`src/rtl/uart_pixel_loader.sv`:
```
// uart_pixel_loader: decodes SYNC/W/H/pixel packets from a UART byte stream into a flagged pixel stream.
// Define LOADER_CHECKSUM_EN to expect and verify a trailing XOR checksum byte.
module uart_pixel_loader #(
  parameter int FIFO_DEPTH = 16,
  parameter int MAX_DIM = 640,
  parameter int TIMEOUT_CLKS = 270000,
  parameter logic [7:0] SYNC_BYTE = 8'hA5
) (
  input  logic       clk,
  input  logic       rst,
  input  logic [7:0] rx_data,
  input  logic       rx_valid,
  output logic [7:0] pix_data,
  output logic       pix_valid,
  input  logic       pix_ready,
  output logic       pix_sof,
  output logic       pix_eol,
  output logic       pix_eof,
  output logic       frame_done,
  output logic       hdr_err,
  output logic       chk_err,
  output logic       timeout,
  output logic       overflow
);
  localparam int AW = $clog2(FIFO_DEPTH);
  localparam int GW = $clog2(TIMEOUT_CLKS);
`ifdef LOADER_CHECKSUM_EN
  typedef enum logic [1:0] {IDLE, HDR, PIX, CHK} state_t;
  logic [7:0] acc;
`else
  typedef enum logic [1:0] {IDLE, HDR, PIX} state_t;
  assign chk_err = 1'b0;
`endif
  state_t state;
  logic [1:0] hcnt;
  logic [7:0] h_lo;
  logic [15:0] w, h, col, row, h_new;
  logic [GW-1:0] gap;
  logic [10:0] mem [FIFO_DEPTH];
  logic [AW-1:0] wp, rp;
  logic [AW:0] cnt;
  logic push, pop, full, wr, sof, eol, eof;
  assign pix_valid = cnt != '0;
  assign {pix_sof, pix_eol, pix_eof, pix_data} = pix_valid ? mem[rp] : '0;
  always_comb begin
    h_new = {rx_data, h_lo};
    sof = col == '0 && row == '0;
    eol = col == w - 16'd1;
    eof = eol && row == h - 16'd1;
    push = state == PIX && rx_valid;
    full = cnt == (AW+1)'(FIFO_DEPTH);
    pop = pix_valid && pix_ready;
    wr = push && (!full || pop);
  end
  always_ff @(posedge clk)
    if (wr) mem[wp] <= {sof, eol, eof, rx_data};
  // Pixels that find the FIFO full are dropped; framing counters still advance below.
  always_ff @(posedge clk) begin
    if (rst) begin
      wp <= '0;
      rp <= '0;
      cnt <= '0;
      overflow <= 1'b0;
    end else begin
      if (wr) wp <= wp + AW'(1);
      if (pop) rp <= rp + AW'(1);
      cnt <= cnt + (AW+1)'(wr) - (AW+1)'(pop);
      if (push && !wr) overflow <= 1'b1;
    end
  end
  always_ff @(posedge clk) begin
    if (rst) begin
      state <= IDLE;
      hcnt <= '0;
      h_lo <= '0;
      w <= '0;
      h <= '0;
      col <= '0;
      row <= '0;
      gap <= '0;
      frame_done <= 1'b0;
      hdr_err <= 1'b0;
      timeout <= 1'b0;
`ifdef LOADER_CHECKSUM_EN
      acc <= '0;
      chk_err <= 1'b0;
`endif
    end else begin
      frame_done <= 1'b0;
      hdr_err <= 1'b0;
      timeout <= 1'b0;
`ifdef LOADER_CHECKSUM_EN
      chk_err <= 1'b0;
`endif
      if (rx_valid) begin
        gap <= '0;
        case (state)
          IDLE: if (rx_data == SYNC_BYTE) begin
            state <= HDR;
            hcnt <= '0;
          end
          HDR: begin
            hcnt <= hcnt + 2'd1;
            if (hcnt == 2'd0) w[7:0] <= rx_data;
            else if (hcnt == 2'd1) w[15:8] <= rx_data;
            else if (hcnt == 2'd2) h_lo <= rx_data;
            else begin
              h <= h_new;
              col <= '0;
              row <= '0;
`ifdef LOADER_CHECKSUM_EN
              acc <= '0;
`endif
              if (w == '0 || h_new == '0 || w > 16'(MAX_DIM) || h_new > 16'(MAX_DIM)) begin
                hdr_err <= 1'b1;
                state <= IDLE;
              end else state <= PIX;
            end
          end
          PIX: begin
            col <= eol ? '0 : col + 16'd1;
            if (eol) row <= row + 16'd1;
`ifdef LOADER_CHECKSUM_EN
            acc <= acc ^ rx_data;
            if (eof) state <= CHK;
`else
            if (eof) begin
              frame_done <= 1'b1;
              state <= IDLE;
            end
`endif
          end
`ifdef LOADER_CHECKSUM_EN
          CHK: begin
            frame_done <= 1'b1;
            chk_err <= rx_data != acc;
            state <= IDLE;
          end
`endif
          default: state <= IDLE;
        endcase
      end else if (state != IDLE) begin
        if (gap == GW'(TIMEOUT_CLKS - 1)) begin
          timeout <= 1'b1;
          state <= IDLE;
          gap <= '0;
        end else gap <= gap + GW'(1);
      end
    end
  end
endmodule

```
`config.mk`:
```
export PLATFORM = sky130hd
export DESIGN_NAME = uart_pixel_loader
export DESIGN_NICKNAME = d
export VERILOG_FILES = /design/src/rtl/uart_pixel_loader.sv
export SDC_FILE = /design/constraint.sdc
export NUM_CORES = 1
export LEC_CHECK = 0
export ABC_AREA = 1
export CAP_MARGIN = 10
export CORE_MARGIN = 3
export CORE_UTILIZATION = 35
export DETAILED_ROUTE_END_ITERATION = 10
export DONT_BUFFER_PORTS = 1
export GPL_TIMING_DRIVEN = 0
export PLACE_DENSITY = 0.55
export SYNTH_ARGS = -nofsm -noshare
export SYNTH_HDL_FRONTEND = slang
export SYNTH_SLANG_ARGS = --single-unit
```
`constraint.sdc`:
```
create_clock -name clk -period 5.5 [get_ports clk]
set_input_delay 0.55 -clock clk [delete_from_list [all_inputs] [get_ports clk]]
set_output_delay 0.55 -clock clk [all_outputs]
set_load 0.01 [all_outputs]
```
==> run summary <==
setup TNS = 0 ns
Seq/Total Area, Yosys = 0.560
first-pass GRT wire length = 57.5 mm
maximum fanout along the worst path = 10
Mapped Nets = 1533
DIE AREA = 41200 µm²
Synth area leader = edfxtp_1
placed cell count = 2009
Static Leak = 5.65 nW
CTS tree = done
vias per std cell = 5.09
largest net degree at the start of global routing = 26
power density cells = 361 nW/µm²
peak supply drop = 0.255 mV
internal power = 3.89 mW
Max Fclk = 0.273 GHz
worst path arrival time = 3.11 ns
overall routed net length = 36.0 mm
Ant. Diodes = 0
Comb power frac = 0.176
Main synth FF type = edfxtp_1
buffers and inverters on the worst path = 4
Slowest cell on crit path = clkbuf_1
clk slew on worst S/H paths = 0.07 ns
worst min path class = input pin to flop
Setup Viol. Count Final = 0
Clock Sinks = 292
kind of critical path = flop to output port
CP Cell Sequence = clkbuf_1 -> clkinv_1 -> clkbuf_1 -> clkbuf_1 -> nor2_1 -> o221ai_1 -> nand3_1 -> a21oi_1
Syn Inst Count = 1497
Yosys Warn Count = 0
delay-heaviest family, CP = buffers and inverters
ys async rst share = 0
H-tree levels = 1
num rows = 71
Rel. slew slack = 0.140
CP most frequent cell = clkbuf_1
area of the core = 37900 µm²
root buffer cell = clkbuf_16
HP Start = rx_data[5]
Max-cap violations = 0
EDFF count, synth = 176
RSZ-0062 raised after global routing = false
Worst Skew = 0.00929 ns
ANT nets after route = 0
most frequent cells after synthesis = 244 x nor2_1, 204 x nand2_1, 176 x edfxtp_1
post-synth cell types = 48
Worst-Margin Slew = 1.28 ns
Critical R2R Launch = cnt[2]$_SDFF_PP0_
max-slew violation count = 0
startpoint types = flop
Seq pwr share = 0.432
Avg Cell Area, Syn = 9.08 µm²
drt wl/cell = 17.5 µm
Seq cells post-synth = 292
drt initial violations = 807
PnR Total Power = 5.53 mW
CP Capture Type = output port
fin crit share = 0.665
worst-skew pair later-pin latency = 0.59 ns
final count of hold timing violations = 0
top post-synthesis cells by area = edfxtp_1 39%, dfxtp_1 17%, nor2_1 6.7%
vias in the first global route = 10300
switching pwr = 1.64 mW
switching share of total power = 0.297
PostCTS Resize Cnt = 0
DP HPWL = 25.0 mm
postcts setup bufs = 0
min Tclk post-route = 3.66 ns
most common cell in the netlist = nor2_1
Port Buffer Count = 0
largest buffer count on any clock path = 3
Initial Util = 0.358
DRC Markers = 0
Die Ht = 203 µm
Final nets = 1566
CP max stage delay = 0.49 ns
layout cells sized above 1 = 0.0598
Post-Synthesis Cell Area = 13600 µm²
area delta synth->final = 12.6%
clock power share = 0.392
Fin Hold WS = 0.0514 ns
area share of the largest cell type after synthesis = 0.389
vias = 10500
cts bufs inserted = 30
initial antenna violation count = 1
GP Congestion = 0.821
outcome = completed
router iterations before antenna repair = 6
Ports = 29
GR Util All Layers = 0.176
Die W = 203 µm
Worst EP required = 4.95 ns
cts hold-fix bufs = 0
gr ovfl total = 0
Finished Layout Cells = 2065
==> state kept, by name, summed over array words and instances (netlist names), named ones only <==
name and flops:
h_lo 8, mem 176, overflow 1, wp 4, frame_done 1, col 16
hdr_err 1, cnt 5, gap 19, state 2, timeout 1, row 16
w 16, hcnt 2, h 16, rp 4
==> kinds of logic (layout without fill, tap and decap cells) <==
logic type | after synthesis | after routing | share of synthesized area
xor gates and xnor gates | 50 | 50 | 0.0322
AOI/OAI and AO/OA | 296 | 296 | 0.121
other | 1 | 1 | 0.000276
adders and majority gates | 24 | 24 | 0.0226
DFF | 292 | 292 | 0.560
and+or+nand+nor | 621 | 621 | 0.201
buffers and inverters | 213 | 270 | 0.0629
==> final cells by class <==
cell class / count / area, µm²
Buffer: 63 / 293
Clock buffer: 37 / 861
Clock inverter: 19 / 211
Fill cell: 3826 / 22600
Inverter: 150 / 563
Multi-Input combinational cell: 992 / 5130
Sequential cell: 292 / 7610
Tap cell: 511 / 639
Timing Repair Buffer: 1 / 7.51
==> through the flow <==
step           cell area, µm²  setup slack [ns]   util
2_1_floorplan           13600              2.89      -
3_3_place_gp            14200              1.97  0.375
3_5_place_dp            14200              1.83  0.375
4_1_cts                 15300              1.83  0.404
5_1_grt                 15300              1.62  0.404
6_report                15300              1.84  0.404
==> power by group through the flow <==
stage | Combinational [mW] | Sequential [mW] | Clock (mW)
finish | 0.974 | 2.39 | 2.17
global route | 1.09 | 2.39 | 2.29
CTS | 0.971 | 2.39 | 2.21
detailed placement | 0.968 | 2.43 | 0
global placement | 0.961 | 2.43 | 0
floorplan | 0.657 | 2.42 | 0
==> metal layers <==
| metal | part of all wire | routed length [µm] | GRT usage | up-vias |
|---|---|---|---|---|
| met5 | 0.00031 | 11 | 0 | - |
| met4 | 0.023 | 822 | 0.0413 | 2 |
| met3 | 0.063 | 2280 | 0.0295 | 52 |
| met2 | 0.47 | 16900 | 0.300 | 266 |
| met1 | 0.44 | 16000 | 0.234 | 4998 |
| li1 | - | - | - | 5189 |
==> path summary, 6_finish.rpt <==
kind	slack, ns	end	cells after the start
min reg2reg	0.47	gap[18]$_SDFFE_PP0N_	2
max	1.84	pix_data[3]	8
max reg2reg	1.96	mem[15][3]$_DFFE_PP_	15
min	0.05	mem[4][5]$_DFFE_PP_	0
==> placed cells by master (no fill, tap or decap), drive strengths merged, types with 4 or more instances in the layout <==
cell type  count
a21oi         94
buf           10
clkbuf        91
clkinv        13
dfxtp        116
edfxtp       176
ha            23
inv          152
nand2        213
nand3         69
nand3b         4
nand4         34
nor2         251
nor3          28
nor4          15
o21ai        150
o221ai        34
o22ai         11
xnor2         13
xor2          37
(Power assumes the default switching activity.)
